--- src/rtl/aux_pkg.sv ---
// Shared constants for the run-control sequencer: FSM state codes and halt-cause codes.
package aux_pkg;

  localparam logic [1:0] ST_RUN    = 2'd0;
  localparam logic [1:0] ST_HALTED = 2'd1;
  localparam logic [1:0] ST_STEP   = 2'd2;
  localparam logic [1:0] ST_BURST  = 2'd3;

  localparam logic [1:0] CAUSE_NONE  = 2'd0;
  localparam logic [1:0] CAUSE_HALT  = 2'd1;
  localparam logic [1:0] CAUSE_BREAK = 2'd2;
  localparam logic [1:0] CAUSE_DONE  = 2'd3;

endpackage

--- src/rtl/aux_run_controller_if.sv ---
// Run-control bundle between the board/datapath (master) and the sequencer (slave).
interface aux_run_controller_if #(
  parameter int unsigned PC_WIDTH    = 32,
  parameter int unsigned BURST_WIDTH = 16,
  parameter int unsigned CNT_WIDTH   = 32
);
  logic                   resume;
  logic                   step;
  logic                   halt;
  logic                   burst_start;
  logic [BURST_WIDTH-1:0] burst_len;
  logic                   bp_en;
  logic [PC_WIDTH-1:0]    bp_addr;
  logic [PC_WIDTH-1:0]    pc;
  logic                   en;
  logic                   halted;
  logic [1:0]             cause;
  logic [CNT_WIDTH-1:0]   cycles;

  modport master (
    output resume, step, halt, burst_start, burst_len, bp_en, bp_addr, pc,
    input  en, halted, cause, cycles
  );

  modport slave (
    input  resume, step, halt, burst_start, burst_len, bp_en, bp_addr, pc,
    output en, halted, cause, cycles
  );
endinterface

--- src/rtl/aux_btn_pulse.sv ---
// Synchronizes an asynchronous button level and emits a one-cycle pulse on its rising edge.
module aux_btn_pulse #(
  parameter int unsigned SYNC_STAGES = 2
) (
  input  logic clk,
  input  logic rst,
  input  logic btn,
  output logic pulse
);

  logic [SYNC_STAGES-1:0] sync_q;
  logic                   prev_q;

  always_ff @(posedge clk or posedge rst) begin
    if (rst) begin
      sync_q <= '0;
      prev_q <= 1'b0;
    end else begin
      sync_q <= {sync_q[SYNC_STAGES-2:0], btn};
      prev_q <= sync_q[SYNC_STAGES-1];
    end
  end

  assign pulse = sync_q[SYNC_STAGES-1] & ~prev_q;

endmodule

--- src/rtl/aux_run_controller.sv ---
// Run-control sequencer generating the CPU-wide clock enable (run, halt, breakpoint,
// single-step and N-cycle burst).
module aux_run_controller
  import aux_pkg::*;
#(
  parameter int unsigned PC_WIDTH    = 32,
  parameter int unsigned BURST_WIDTH = 16,
  parameter int unsigned CNT_WIDTH   = 32,
  parameter int unsigned SYNC_STAGES = 2
) (
  input logic                clk,
  input logic                rst,
  aux_run_controller_if.slave bus
);

  logic                   resume_pulse;
  logic                   step_pulse;
  logic [1:0]             state_q, state_d;
  logic [1:0]             cause_q, cause_d;
  logic [BURST_WIDTH-1:0] cnt_q, cnt_d;
  logic                   skip_q, skip_d;
  logic [CNT_WIDTH-1:0]   cycles_q;
  logic                   en_q;
  logic                   bp_hit;
  logic                   en;

  aux_btn_pulse #(.SYNC_STAGES(SYNC_STAGES)) u_resume_pulse (
    .clk   (clk),
    .rst   (rst),
    .btn   (bus.resume),
    .pulse (resume_pulse)
  );

  aux_btn_pulse #(.SYNC_STAGES(SYNC_STAGES)) u_step_pulse (
    .clk   (clk),
    .rst   (rst),
    .btn   (bus.step),
    .pulse (step_pulse)
  );

  // Breakpoint is combinational so the matching instruction never gets enabled.
  assign en_q   = (state_q != ST_HALTED);
  assign bp_hit = bus.bp_en & (bus.pc == bus.bp_addr) & ~skip_q & en_q;
  assign en     = en_q & ~bp_hit;

  always_comb begin
    state_d = state_q;
    cause_d = cause_q;
    cnt_d   = cnt_q;
    skip_d  = skip_q;
    if (en) skip_d = 1'b0;
    case (state_q)
      ST_HALTED: begin
        // Every exit arms the skip flag so a breakpoint PC executes once on resume.
        if (resume_pulse) begin
          state_d = ST_RUN;
          skip_d  = 1'b1;
        end else if (step_pulse) begin
          state_d = ST_STEP;
          skip_d  = 1'b1;
        end else if (bus.burst_start && (bus.burst_len != '0)) begin
          state_d = ST_BURST;
          cnt_d   = bus.burst_len;
          skip_d  = 1'b1;
        end
      end
      default: begin
        if (bp_hit) begin
          state_d = ST_HALTED;
          cause_d = CAUSE_BREAK;
          cnt_d   = '0;
        end else if (bus.halt) begin
          state_d = ST_HALTED;
          cause_d = CAUSE_HALT;
          cnt_d   = '0;
        end else if (state_q == ST_STEP) begin
          state_d = ST_HALTED;
          cause_d = CAUSE_DONE;
        end else if (state_q == ST_BURST) begin
          if (cnt_q == BURST_WIDTH'(1)) begin
            state_d = ST_HALTED;
            cause_d = CAUSE_DONE;
            cnt_d   = '0;
          end else begin
            cnt_d = cnt_q - BURST_WIDTH'(1);
          end
        end
      end
    endcase
  end

  always_ff @(posedge clk or posedge rst) begin
    if (rst) begin
      state_q  <= ST_RUN;
      cause_q  <= CAUSE_NONE;
      cnt_q    <= '0;
      skip_q   <= 1'b0;
      cycles_q <= '0;
    end else begin
      state_q  <= state_d;
      cause_q  <= cause_d;
      cnt_q    <= cnt_d;
      skip_q   <= skip_d;
      cycles_q <= cycles_q + CNT_WIDTH'(en);
    end
  end

  assign bus.en     = en;
  assign bus.halted = (state_q == ST_HALTED);
  assign bus.cause  = cause_q;
  assign bus.cycles = cycles_q;

endmodule
--- src/flat_wrapper.sv ---
// flat-port wrapper written by rule: the top's interface ports become plain ports
module aux_run_controller_flat import aux_pkg::*;
#(
  parameter int unsigned PC_WIDTH    = 32,
  parameter int unsigned BURST_WIDTH = 16,
  parameter int unsigned CNT_WIDTH   = 32,
  parameter int unsigned SYNC_STAGES = 2
)
  (clk, rst, bus_resume, bus_step, bus_halt, bus_burst_start, bus_burst_len, bus_bp_en, bus_bp_addr, bus_pc, bus_en, bus_halted, bus_cause, bus_cycles);
  aux_run_controller_if #(.PC_WIDTH(PC_WIDTH), .BURST_WIDTH(BURST_WIDTH), .CNT_WIDTH(CNT_WIDTH)) bus_i ();
  input logic clk;
  input logic rst;
  input wire logic [$bits(bus_i.resume)-1:0] bus_resume;
  input wire logic [$bits(bus_i.step)-1:0] bus_step;
  input wire logic [$bits(bus_i.halt)-1:0] bus_halt;
  input wire logic [$bits(bus_i.burst_start)-1:0] bus_burst_start;
  input wire logic [$bits(bus_i.burst_len)-1:0] bus_burst_len;
  input wire logic [$bits(bus_i.bp_en)-1:0] bus_bp_en;
  input wire logic [$bits(bus_i.bp_addr)-1:0] bus_bp_addr;
  input wire logic [$bits(bus_i.pc)-1:0] bus_pc;
  output wire logic [$bits(bus_i.en)-1:0] bus_en;
  output wire logic [$bits(bus_i.halted)-1:0] bus_halted;
  output wire logic [$bits(bus_i.cause)-1:0] bus_cause;
  output wire logic [$bits(bus_i.cycles)-1:0] bus_cycles;
  assign bus_i.resume = bus_resume;
  assign bus_i.step = bus_step;
  assign bus_i.halt = bus_halt;
  assign bus_i.burst_start = bus_burst_start;
  assign bus_i.burst_len = bus_burst_len;
  assign bus_i.bp_en = bus_bp_en;
  assign bus_i.bp_addr = bus_bp_addr;
  assign bus_i.pc = bus_pc;
  assign bus_en = bus_i.en;
  assign bus_halted = bus_i.halted;
  assign bus_cause = bus_i.cause;
  assign bus_cycles = bus_i.cycles;
  aux_run_controller #(.PC_WIDTH(PC_WIDTH), .BURST_WIDTH(BURST_WIDTH), .CNT_WIDTH(CNT_WIDTH), .SYNC_STAGES(SYNC_STAGES)) u_core (.clk(clk), .rst(rst), .bus(bus_i));
endmodule
--- config.mk ---
export PLATFORM = sky130hd
export DESIGN_NAME = aux_run_controller_flat
export DESIGN_NICKNAME = d
export VERILOG_FILES = /design/src/rtl/aux_pkg.sv /design/src/rtl/aux_run_controller_if.sv /design/src/rtl/aux_btn_pulse.sv /design/src/rtl/aux_run_controller.sv /design/src/flat_wrapper.sv
export SDC_FILE = /design/constraint.sdc
export NUM_CORES = 1
export LEC_CHECK = 0
export CAP_MARGIN = 20
export CORE_MARGIN = 4
export CORE_UTILIZATION = 40
export CTS_BUF_LIST = sky130_fd_sc_hd__clkbuf_8
export DETAILED_ROUTE_END_ITERATION = 10
export PLACE_DENSITY = 0.74
export SLEW_MARGIN = 20
export SYNTH_ARGS = -nofsm -noshare
export SYNTH_HDL_FRONTEND = slang
export SYNTH_SLANG_ARGS = --single-unit
--- constraint.sdc ---
create_clock -name clk -period 3.3 [get_ports clk]
set_clock_uncertainty 0.05 [all_clocks]
set_input_delay 0.66 -clock clk [delete_from_list [all_inputs] [get_ports clk]]
set_output_delay 0.66 -clock clk [all_outputs]
set_load 0.05 [all_outputs]
==> results of run 1 <==
per-stage QoR:
stage / std cells / cell area [um2] / hold WS [ps]
after floorplan: 332 / 3373 / 281.2
after global placement: 566 / 4797 / 286.3
after detailed placement: 566 / 4797 / 286.5
after CTS: 582 / 5010 / 301.2
after global routing: 582 / 5010 / 314.8
final: 582 / 5010 / 298.4
power by group through the flow:
stage               combinational (mW)  sequential, mW  clock, mW
finish                            1.44            1.07      0.701
global route                      1.55            1.10      0.743
CTS                               1.45            1.07      0.710
detailed placement                1.45            1.08          0
global placement                  1.40            1.07          0
floorplan                        0.833            1.21          0
worst max-delay path by stage:
stage / from / end / slack, ps
after floorplan: bus_pc[29] / u_core.bus.cycles[28] / 70
after global placement: bus_pc[31] / u_core.bus.cycles[28] / 30
after detailed placement: bus_bp_addr[14] / u_core.bus.cycles[18] / -40
after CTS: bus_bp_addr[14] / bus_en / 130
after global routing: bus_bp_addr[17] / bus_en / 4
final: bus_pc[3] / bus_en / 180
sequential cells by signal, summed over array words and instances, names as in the netlist:
signal,cells
u_core.bus.cycles,32
u_core.cnt_q,16
u_core.bus.cause,2
u_core.state_q,2
u_core.u_resume_pulse.sync_q,2
u_core.u_step_pulse.sync_q,2
u_core.skip_q,1
u_core.u_resume_pulse.prev_q,1
u_core.u_step_pulse.prev_q,1
Yosys cell counts, types with 6 or more instances:
cell type / instances / area share
inv_1: 9 / 0.010
nand3_1: 32 / 0.048
xnor2_1: 50 / 0.13
dfrtp_1: 59 / 0.44
a32oi_1: 8 / 0.021
nor2_1: 21 / 0.024
nand2_1: 22 / 0.025
o221ai_1: 8 / 0.021
nand4_1: 10 / 0.019
nor3_1: 10 / 0.015
and3_1: 7 / 0.013
xor2_1: 12 / 0.031
a22oi_1: 8 / 0.018
o31ai_1: 6 / 0.013
nor4_1: 7 / 0.013
cell families after synthesis:
family,share of synthesized area
AOI/OAI and AO/OA,0.1308
DFF,0.4410
and+or+nand+nor,0.2100
buffers and inverters,0.03176
muxes,0.009342
xor gates and xnor gates,0.1622
adders and majority gates,0.01495
routing by layer:
layer / vias up / track usage / routed length (um)
li1: 1498 / - / -
met1: 1490 / 0.2540 / 4253
met2: 154 / 0.3156 / 4428
met3: 11 / 0.06311 / 897
met4: 0 / 0.04622 / 107
met5: - / 0 / 0
area by class of cell:
cell class / count / area share
Clock buffer: 12 / 0.03297
Timing Repair Buffer: 140 / 0.2727
Inverter: 9 / 0.006743
Multi-Input combinational cell: 253 / 0.3571
Sequential cell: 59 / 0.2947
Tap cell: 105 / 0.02622
Clock inverter: 4 / 0.009491
worst reg2reg max path: stages, from the launching register on:
cell and delay (ps):
dfrtp_1 450, or3_1 440, and4bb_2 380, a31o_2 330, nor2_4 120, nand2_1 420
o221ai_1 210
placed cells by master (no fill, tap or decap), drive strengths merged, types with 2 or more instances in the layout:
| cell type | count |
|---|---|
| inv | 9 |
| a21oi | 5 |
| nand3 | 32 |
| clkinv | 2 |
| xnor2 | 50 |
| and2 | 4 |
| nand2 | 22 |
| buf | 19 |
| o221ai | 12 |
| nor4 | 7 |
| a32oi | 8 |
| mux2i | 2 |
| clkdlybuf4s50 | 121 |
| a22oi | 8 |
| or4 | 6 |
| nand2b | 2 |
| ha | 4 |
| xor2 | 12 |
| nor4b | 2 |
| nor3 | 10 |
| or2 | 2 |
| dfrtp | 59 |
| or3 | 2 |
| nand4 | 11 |
| o31ai | 6 |
| o21ai | 5 |
| clkbuf | 12 |
| and3 | 7 |
| nor2 | 22 |
==> flow_summary_export.csv, run 1 <==
group,metric,value,unit
power,vdd_drop_max,0.3878,mV
place,hpwl,7321,um
critical_path,cp.depth,8,
critical_path,worst-path-buf-inv,3,
drt,detail-route-antenna-nets,0,
layout,utilization,0.6128,
power,power.internal,1.911,mW
synth,ys_types,47,
grt,grt_pass1_wl,15700,um
power,pwr-share-comb,0.447,
power,pwr-share-seq,0.334,
floorplan,dieHeight,99.49,um
critical_path,critPathTopFamily,"simple AND/OR/NAND/NOR gates",
power,power,3.212,mW
critical_path,r2r_end,"u_core.cnt_q[10]",
place,routabilityCongestion,0.8222,
drt,drc,0,
min_path,hold-path-endpoint,"u_core.u_resume_pulse.sync_q[1]",
floorplan,num_rows,33,
critical_path,crit_fanout,2,
critical_path,crit_slowest_cell,"clkdlybuf4s50_1",
drt,drt_wl_total,9687,um
critical_path,cpPeakStageDelay,490,ps
timing,max_freq,0.3206,GHz
synth,synth_ff_type,"dfrtp_1",
place,place_ws,-37.54,ps
grt,grt_pass1_vias,3193,
synth,synth_seq_cells,59,
synth,avgSynthCellArea,10.08,um2
drt,via_count,3153,
min_path,hp-class,"flop to flop",
synth,syn-num-nets,423,
synth,synth-seq-area-share,0.4410,
cts,clk_latency,340,ps
layout,n_fill_cell,687,
cts,cts_setup_buffers,0,
critical_path,worstReg2RegStart,"u_core.cnt_q[8]",
timing,setup_viol,0,
drt,wl_per_cell,16.64,um
timing,setup_slack,181.0,ps
layout,diodes,0,
layout,layout-drive-gt1-share,0.1111,
cts,hold_buffers,0,
cts,clockRootBuffer,"clkbuf_8",
synth,syn_area,0.003348,mm2
critical_path,crit_chain,"clkdlybuf4s50_1 -> xnor2_1 -> nand4_1 -> nor4_1 -> nand3_1 -> and2_4 -> buf_4 -> buf_4",
floorplan,start_util,0.4096,
critical_path,critical_path_required,2590,ps
critical_path,reg2regPathDepth,6,
cts,cts_sinks,59,
timing,worstMarginPinSlew,620.2,ps
layout,multi_input_comb_area,0.001789,mm2
timing,min_period,3119,ps
synth,synth_enable_flop_cells,0,
drt,via_per_inst,5.418,
power,leakage,2.026,nW
timing,tns,0,ps
power,power.density,641.1,mW/mm2
outcome,status,"completed",
synth,yosys_warnings,0,
place,port_buffers,122,
min_path,hold_start,"u_core.u_resume_pulse.sync_q[0]",
drt,dr.first_iter.drc_count,210,
floorplan,ioPinCount,123,
critical_path,critPathMostFrequentCell,"buf_4",
cts,cts_buffers,9,
timing,slew_viol_final,0,
layout,num-nets-final,563,
power,swShare,0.4050,
grt,antenna_found_initial,0,
grt,grt_overflow,0,
grt,grt_max_degree,33,
timing,hold_viol,0,
critical_path,end_kind,"output port",
critical_path,crit_arrival,2410,ps
cts,cts_max_level,3,
cts,cts_tree,"yes",
grt,grt_usage,0.1948,
critical_path,r2r_setup_slack,760,ps
floorplan,core-area,0.008175,mm2
critical_path,critPathLaunchType,"primary input",
cts,clkSlewWorstSetupHoldPaths,60,ps
min_path,hold_depth,0,
timing,post-route-period-util,0.9451,
synth,synthCells,332,
layout,regArea,0.001476,mm2
synth,async_reset_ff_frac,1.000,
drt,drt_pre_antenna_iters,5,
cts,ctsResizeCount,0,
floorplan,die_w,99.49,um
power,p_sw,1.301,mW
power,p_clk_frac,0.218,
timing,rsz0062_at_grt,"false",
cts,cts.path.max_buffers,2,
critical_path,path_class,"primary input to output port",
timing,relSlewSlack,0.5859,
layout,area_growth,49.63,%
run,drv_cap,0,
floorplan,dieArea,0.009898,mm2
(Power assumes the default switching activity.)
==> run 2, diff against run 1 <==
==> constraint.sdc (replaced) <==
create_clock -name clk -period 2.9 [get_ports clk]
set_clock_uncertainty 0.05 [all_clocks]
set_input_delay 0.58 -clock clk [delete_from_list [all_inputs] [get_ports clk]]
set_output_delay 0.58 -clock clk [all_outputs]
set_load 0.05 [all_outputs]
==> flow_summary_export.csv, run 2 (same netlist as run 1, synthesis figures left out) <==
group,metric,value,unit
floorplan,die_w,99.49,um
grt,antenna_found_initial,0,
cts,clkSlewWorstSetupHoldPaths,70,ps
timing,tns,0,ps
layout,layoutNonFillerInstCount,599,
outcome,status,"completed",
layout,diodes,0,
power,leakage,2.694,nW
timing,setup_slack,131.1,ps
critical_path,crit_arrival,2950,ps
place,port_buffers,122,
layout,largest_reg_flops,32,
critical_path,critical_path_required,3080,ps
floorplan,num_rows,33,
drt,drt_pre_antenna_iters,6,
critical_path,critPathLaunchType,"primary input",
drt,drt_wl_total,10240,um
place,routabilityCongestion,0.8288,
critical_path,crit_chain,"clkdlybuf4s50_1 -> xnor2_1 -> nand3_1 -> nor3_4 -> nand3_4 -> and2_4 -> buf_4 -> ha_4 -> ha_4 -> nand3_4 -> nor4_4 -> nand3_2 -> nor3_4 -> nand2_1 -> xnor2_1",
floorplan,dieHeight,99.49,um
floorplan,dieArea,0.009898,mm2
timing,hold_viol,0,
layout,utilization,0.6648,
timing,relSlewSlack,0.6306,
critical_path,critPathTopFamily,"simple AND/OR/NAND/NOR gates",
grt,grt_overflow,0,
place,hpwl,7369,um
drt,wl_per_cell,17.10,um
timing,max_freq,0.3612,GHz
timing,min_period,2769,ps
cts,cts_sinks,59,
critical_path,cpPeakStageDelay,410,ps
timing,setup_viol,0,
layout,layout-drive-gt1-share,0.1721,
grt,grt_max_degree,36,
cts,cts_tree,"yes",
floorplan,ioPinCount,123,
cts,hold_buffers,0,
place,dp.cells,577,
min_path,hp-class,"flop to flop",
power,vdd_drop_max,0.4650,mV
grt,grt_usage,0.2030,
cts,clockRootBuffer,"clkbuf_8",
layout,post-route-cell-area,0.005435,mm2
power,power.density,709.5,mW/mm2
timing,slew_viol_final,0,
timing,post-route-period-util,0.9548,
layout,num-nets-final,580,
layout,mostFrequentLayoutCells,"clkdlybuf4s50_1 (59), dfrtp_1 (59), dlymetal6s2s_1 (53), xnor2_1 (49), buf_4 (34)",
floorplan,start_util,0.4096,
floorplan,core-area,0.008175,mm2
grt,grt_pass1_wl,16250,um
drt,dr.first_iter.drc_count,206,
cts,cts_max_level,3,
cts,cts.path.max_buffers,2,
cts,clk_latency,340,ps
critical_path,crit_slowest_cell,"clkdlybuf4s50_1",
cts,cts_buffers,9,
critical_path,crit_fanout,3,
layout,area_growth,62.33,%
critical_path,path_class,"primary input to flop",
grt,grt_pass1_vias,3355,
place,dpl_cell_area,0.004932,mm2
drt,drc,0,
drt,via_count,3246,
drt,via_per_inst,5.419,
drt,detail-route-antenna-nets,0,
timing,worstMarginPinSlew,553.5,ps
run,drv_cap,0,
place,place_ws,-300.7,ps
critical_path,worst-path-buf-inv,2,
critical_path,end_kind,"flop",
run 2: cell types whose count changed in the layout (fill, tap and decap cells not counted), moves of 3 or more:
| cell | before | now |
|---|---|---|
| buf_4 | 18 | 34 |
| clkdlybuf4s50_1 | 121 | 59 |
| dlygate4sd2_1 | 0 | 8 |
| dlymetal6s2s_1 | 0 | 53 |
| nand3_1 | 32 | 28 |
| nor3_1 | 10 | 7 |
| nor3_4 | 0 | 3 |
run 2: area by class of cell:
type / count / area (um2)
fillers: 627 / 2740
flip-flops and latches: 59 / 1476
clock inverters: 5 / 76.32
inverters: 9 / 33.78
multi-input cells: 253 / 1932
clock buffers: 11 / 151.4
well taps: 105 / 131.4
repair buffers: 157 / 1634
run 2: path summary, 6_finish.rpt:
| kind | end | cells past startpoint | from | slack [ps] |
|---|---|---|---|---|
| worst min register to register | u_core.u_resume_pulse.sync_q[1] | 0 | u_core.u_resume_pulse.sync_q[0] | 300 |
| worst min-delay path | u_core.u_resume_pulse.sync_q[1] | 0 | u_core.u_resume_pulse.sync_q[0] | 300 |
| worst max register to register | u_core.bus.cycles[28] | 11 | u_core.state_q[1] | 480 |
| min in group asynchronous | u_core.bus.cycles[9] | 2 | rst | 560 |
| max in group asynchronous | u_core.cnt_q[9] | 3 | rst | 1660 |
| worst max-delay path | u_core.bus.cycles[28] | 15 | bus_pc[10] | 130 |
run 2: timing repair:
| action | 4_1_cts | 5_1_grt |
|---|---|---|
| endpoints found under the setup margin | 1 | 18 |
| pin swaps | 7 | 35 |
| endpoints found under the hold margin | 0 | 0 |
| setup buffers | 4 | 3 |
| gates resized for setup | 10 | 69 |
run 2: worst reg2reg max path: cells and delay by family (launching register included):
family	cells	cell delay, ps
and+or+nand+nor	7	1320
buffers and inverters	1	110
adders and majority gates	2	290
DFF	1	420
xor gates and xnor gates	1	130
run 2: per-layer routing:
metal | track usage | share of wire | up-vias
li1 | - | - | 1531
met1 | 0.2572 | 0.42 | 1543
met2 | 0.3337 | 0.48 | 152
met3 | 0.05961 | 0.077 | 20
met4 | 0.06513 | 0.017 | 0
met5 | 0 | 0 | -
run 2: report_power, final:
part | switching, mW | leakage [nW] | internal, mW
Sequential | 0.234 | 0.763 | 1.01
Combinational | 0.974 | 1.81 | 0.774
Clock | 0.335 | 0.117 | 0.526
run 2: metrics by stage:
| step | power, mW | hold WS (ps) |
|---|---|---|
| floorplan | 2.344 | 281.2 |
| global placement | 2.869 | 285.8 |
| detailed placement | 2.933 | 284.7 |
| CTS | 3.829 | 300.0 |
| global route | 4.082 | 316.3 |
| finish | 3.856 | 298.9 |
==> patch (settings of run 1) <==
`BURST_WIDTH` is set to 16 in 3 places; all go to 20.
--- a/src/rtl/aux_run_controller_if.sv
+++ b/src/rtl/aux_run_controller_if.sv
@@ -1,7 +1,7 @@
 // Run-control bundle between the board/datapath (master) and the sequencer (slave).
 interface aux_run_controller_if #(
   parameter int unsigned PC_WIDTH    = 32,
-  parameter int unsigned BURST_WIDTH = 16,
+  parameter int unsigned BURST_WIDTH = 20,
   parameter int unsigned CNT_WIDTH   = 32
 );
   logic                   resume;
--- a/src/rtl/aux_run_controller.sv
+++ b/src/rtl/aux_run_controller.sv
@@ -4,7 +4,7 @@
   import aux_pkg::*;
 #(
   parameter int unsigned PC_WIDTH    = 32,
-  parameter int unsigned BURST_WIDTH = 16,
+  parameter int unsigned BURST_WIDTH = 20,
   parameter int unsigned CNT_WIDTH   = 32,
   parameter int unsigned SYNC_STAGES = 2
 ) (
--- a/src/flat_wrapper.sv
+++ b/src/flat_wrapper.sv
@@ -2,7 +2,7 @@
 module aux_run_controller_flat import aux_pkg::*;
 #(
   parameter int unsigned PC_WIDTH    = 32,
-  parameter int unsigned BURST_WIDTH = 16,
+  parameter int unsigned BURST_WIDTH = 20,
   parameter int unsigned CNT_WIDTH   = 32,
   parameter int unsigned SYNC_STAGES = 2
 )
Interface: changed (resized bus_burst_len); port bits go from 123 to 127. No check against the original RTL was run, so the function may have changed too.
==> patch against run 1 <==
  * Global-route usage down 0.36 points
  * Critical path type unchanged
  * Worst setup slack improved by 0.0020 ns
  * Largest power group unchanged
  * Routed wire length grew 9.9%
  * Critical endpoint unchanged
  * Final area increased by 9.1%
  * Synthesized area is 11% higher
  * Largest cell class unchanged
  * Power up 8.9%
  * Sequential cell count is 4 higher
  * Non-clock buffer count is 10 higher
==> patch: results (changes against run 1) <==
register area share after synthesis=0.422 (-0.0186); WL/cell=16.5 um (-1.0%); final net count=629 (+12%); delay-heaviest family, CP=buffers and inverters; hpwl dp=8340 um (+14%); Post-synth top cells=dfrtp_1, xnor2_1, nand2_1; fillcell total=782 (+14%); count of multi-input combinational gates=299 (+18%); pre-CTS WS=-0.183 ns (-0.146 ns); initial drt markers=160 (-24%); largest net degree at the start of global routing=64 (+94%); Yosys reg bits=63 (+6.8%); clock slew at reported path FFs=0.06 ns (about the same); worst hold slack=0.305 ns (+0.00678 ns); Seq/total area=0.288 (-0.00631); Rel. slew slack=0.648 (+0.0625); n_diodes=0 (unchanged); Tot GR Track Use=0.191 (-0.00358); # clk buffers=10 (-2); Mapped Nets=482 (+14%); minimum clock period=3.12 ns (-0.00200 ns); leakage=2.17 nW (+7.0%); nonclk inv count=11 (+2); R2R Setup Slk=0.74 ns (-0.02 ns); gpl congestion=0.856 (+4.1%); VDD IR max=0.000316 V (-19%); layout cells sized above 1=0.100 (-0.0107); area occupied by multi-input gates=2050 um2 (+15%); Crit Path Max Fanout=2 (unchanged); clk cell area share=0.0387 (-0.00378); Non-CTS buffers=150 (+7.1%); vias in the first global route=3718 (+16%); Slowest-stage cell, CP=clkdlybuf4s50_1; DR vias=3639 (+15%); global-route wire length before repair=17200 um (+9.6%); I/O Buffers=126 (+3.3%); status=completed; Crit path largest cell delay=0.46 ns (-0.03 ns); top cells by area, synth=dfrtp_1, xnor2_1, o21ai_0; fraction of area in non-clock buffers=0.266 (-0.00722)
[patch: cell types whose count changed in the layout (fill, tap and decap cells not counted), moves of 5 or more]
cell      change
nand2_1       +5
nand4_1       +7
nand3_1      -14
o221ai_1      +5
nor4_1        +8
buf_4         +6
o21ai_0      +22
[patch: where the power goes]
group	switching, mW	internal (mW)	total, mW
registers	0.232	0.962	1.19
logic	0.905	0.667	1.57
clock network	0.294	0.437	0.730
total	1.43	2.07	3.50
[patch: kinds of logic (layout without fill, tap and decap cells)]
family          Yosys count  in the layout  synth area share
compound gates           80             80             0.153
xor+xnor                 63             63             0.148
fa+ha+maj                 4              4            0.0134
buf+inv                  25            176            0.0329
flops                    63             63             0.422
mux                       2              2           0.00536
simple gates            150            150             0.225
[patch: through the flow]
step | instances | setup TNS (ns) | instance area [um2]
detailed placement | 631 | -1.21 | 5260
CTS | 646 | 0 | 5470
global placement | 631 | -0.384 | 5260
global route | 646 | 0 | 5470
floorplan | 387 | 0 | 3750
finish | 646 | 0 | 5470
[patch: path summary, 6_finish.rpt]
| kind | to | cells past startpoint | start |
|---|---|---|---|
| min in group asynchronous | u_core.bus.cycles[18] | 3 | rst |
| worst min register to register | u_core.u_step_pulse.sync_q[1] | 0 | u_core.u_step_pulse.sync_q[0] |
| worst max-delay path | bus_en | 7 | bus_bp_addr[7] |
| max in group asynchronous | u_core.u_step_pulse.sync_q[1] | 3 | rst |
| worst min-delay path | u_core.u_step_pulse.sync_q[1] | 0 | u_core.u_step_pulse.sync_q[0] |
| worst max register to register | u_core.cnt_q[2] | 7 | u_core.cnt_q[12] |
[patch: per-layer routing]
metal  share of wire  up-vias  GRT usage
met5               0        -          0
met4           0.030        0     0.0778
met3           0.095       26     0.0678
met2            0.50      168      0.339
met1            0.38     1718      0.208
li1                -     1727          -
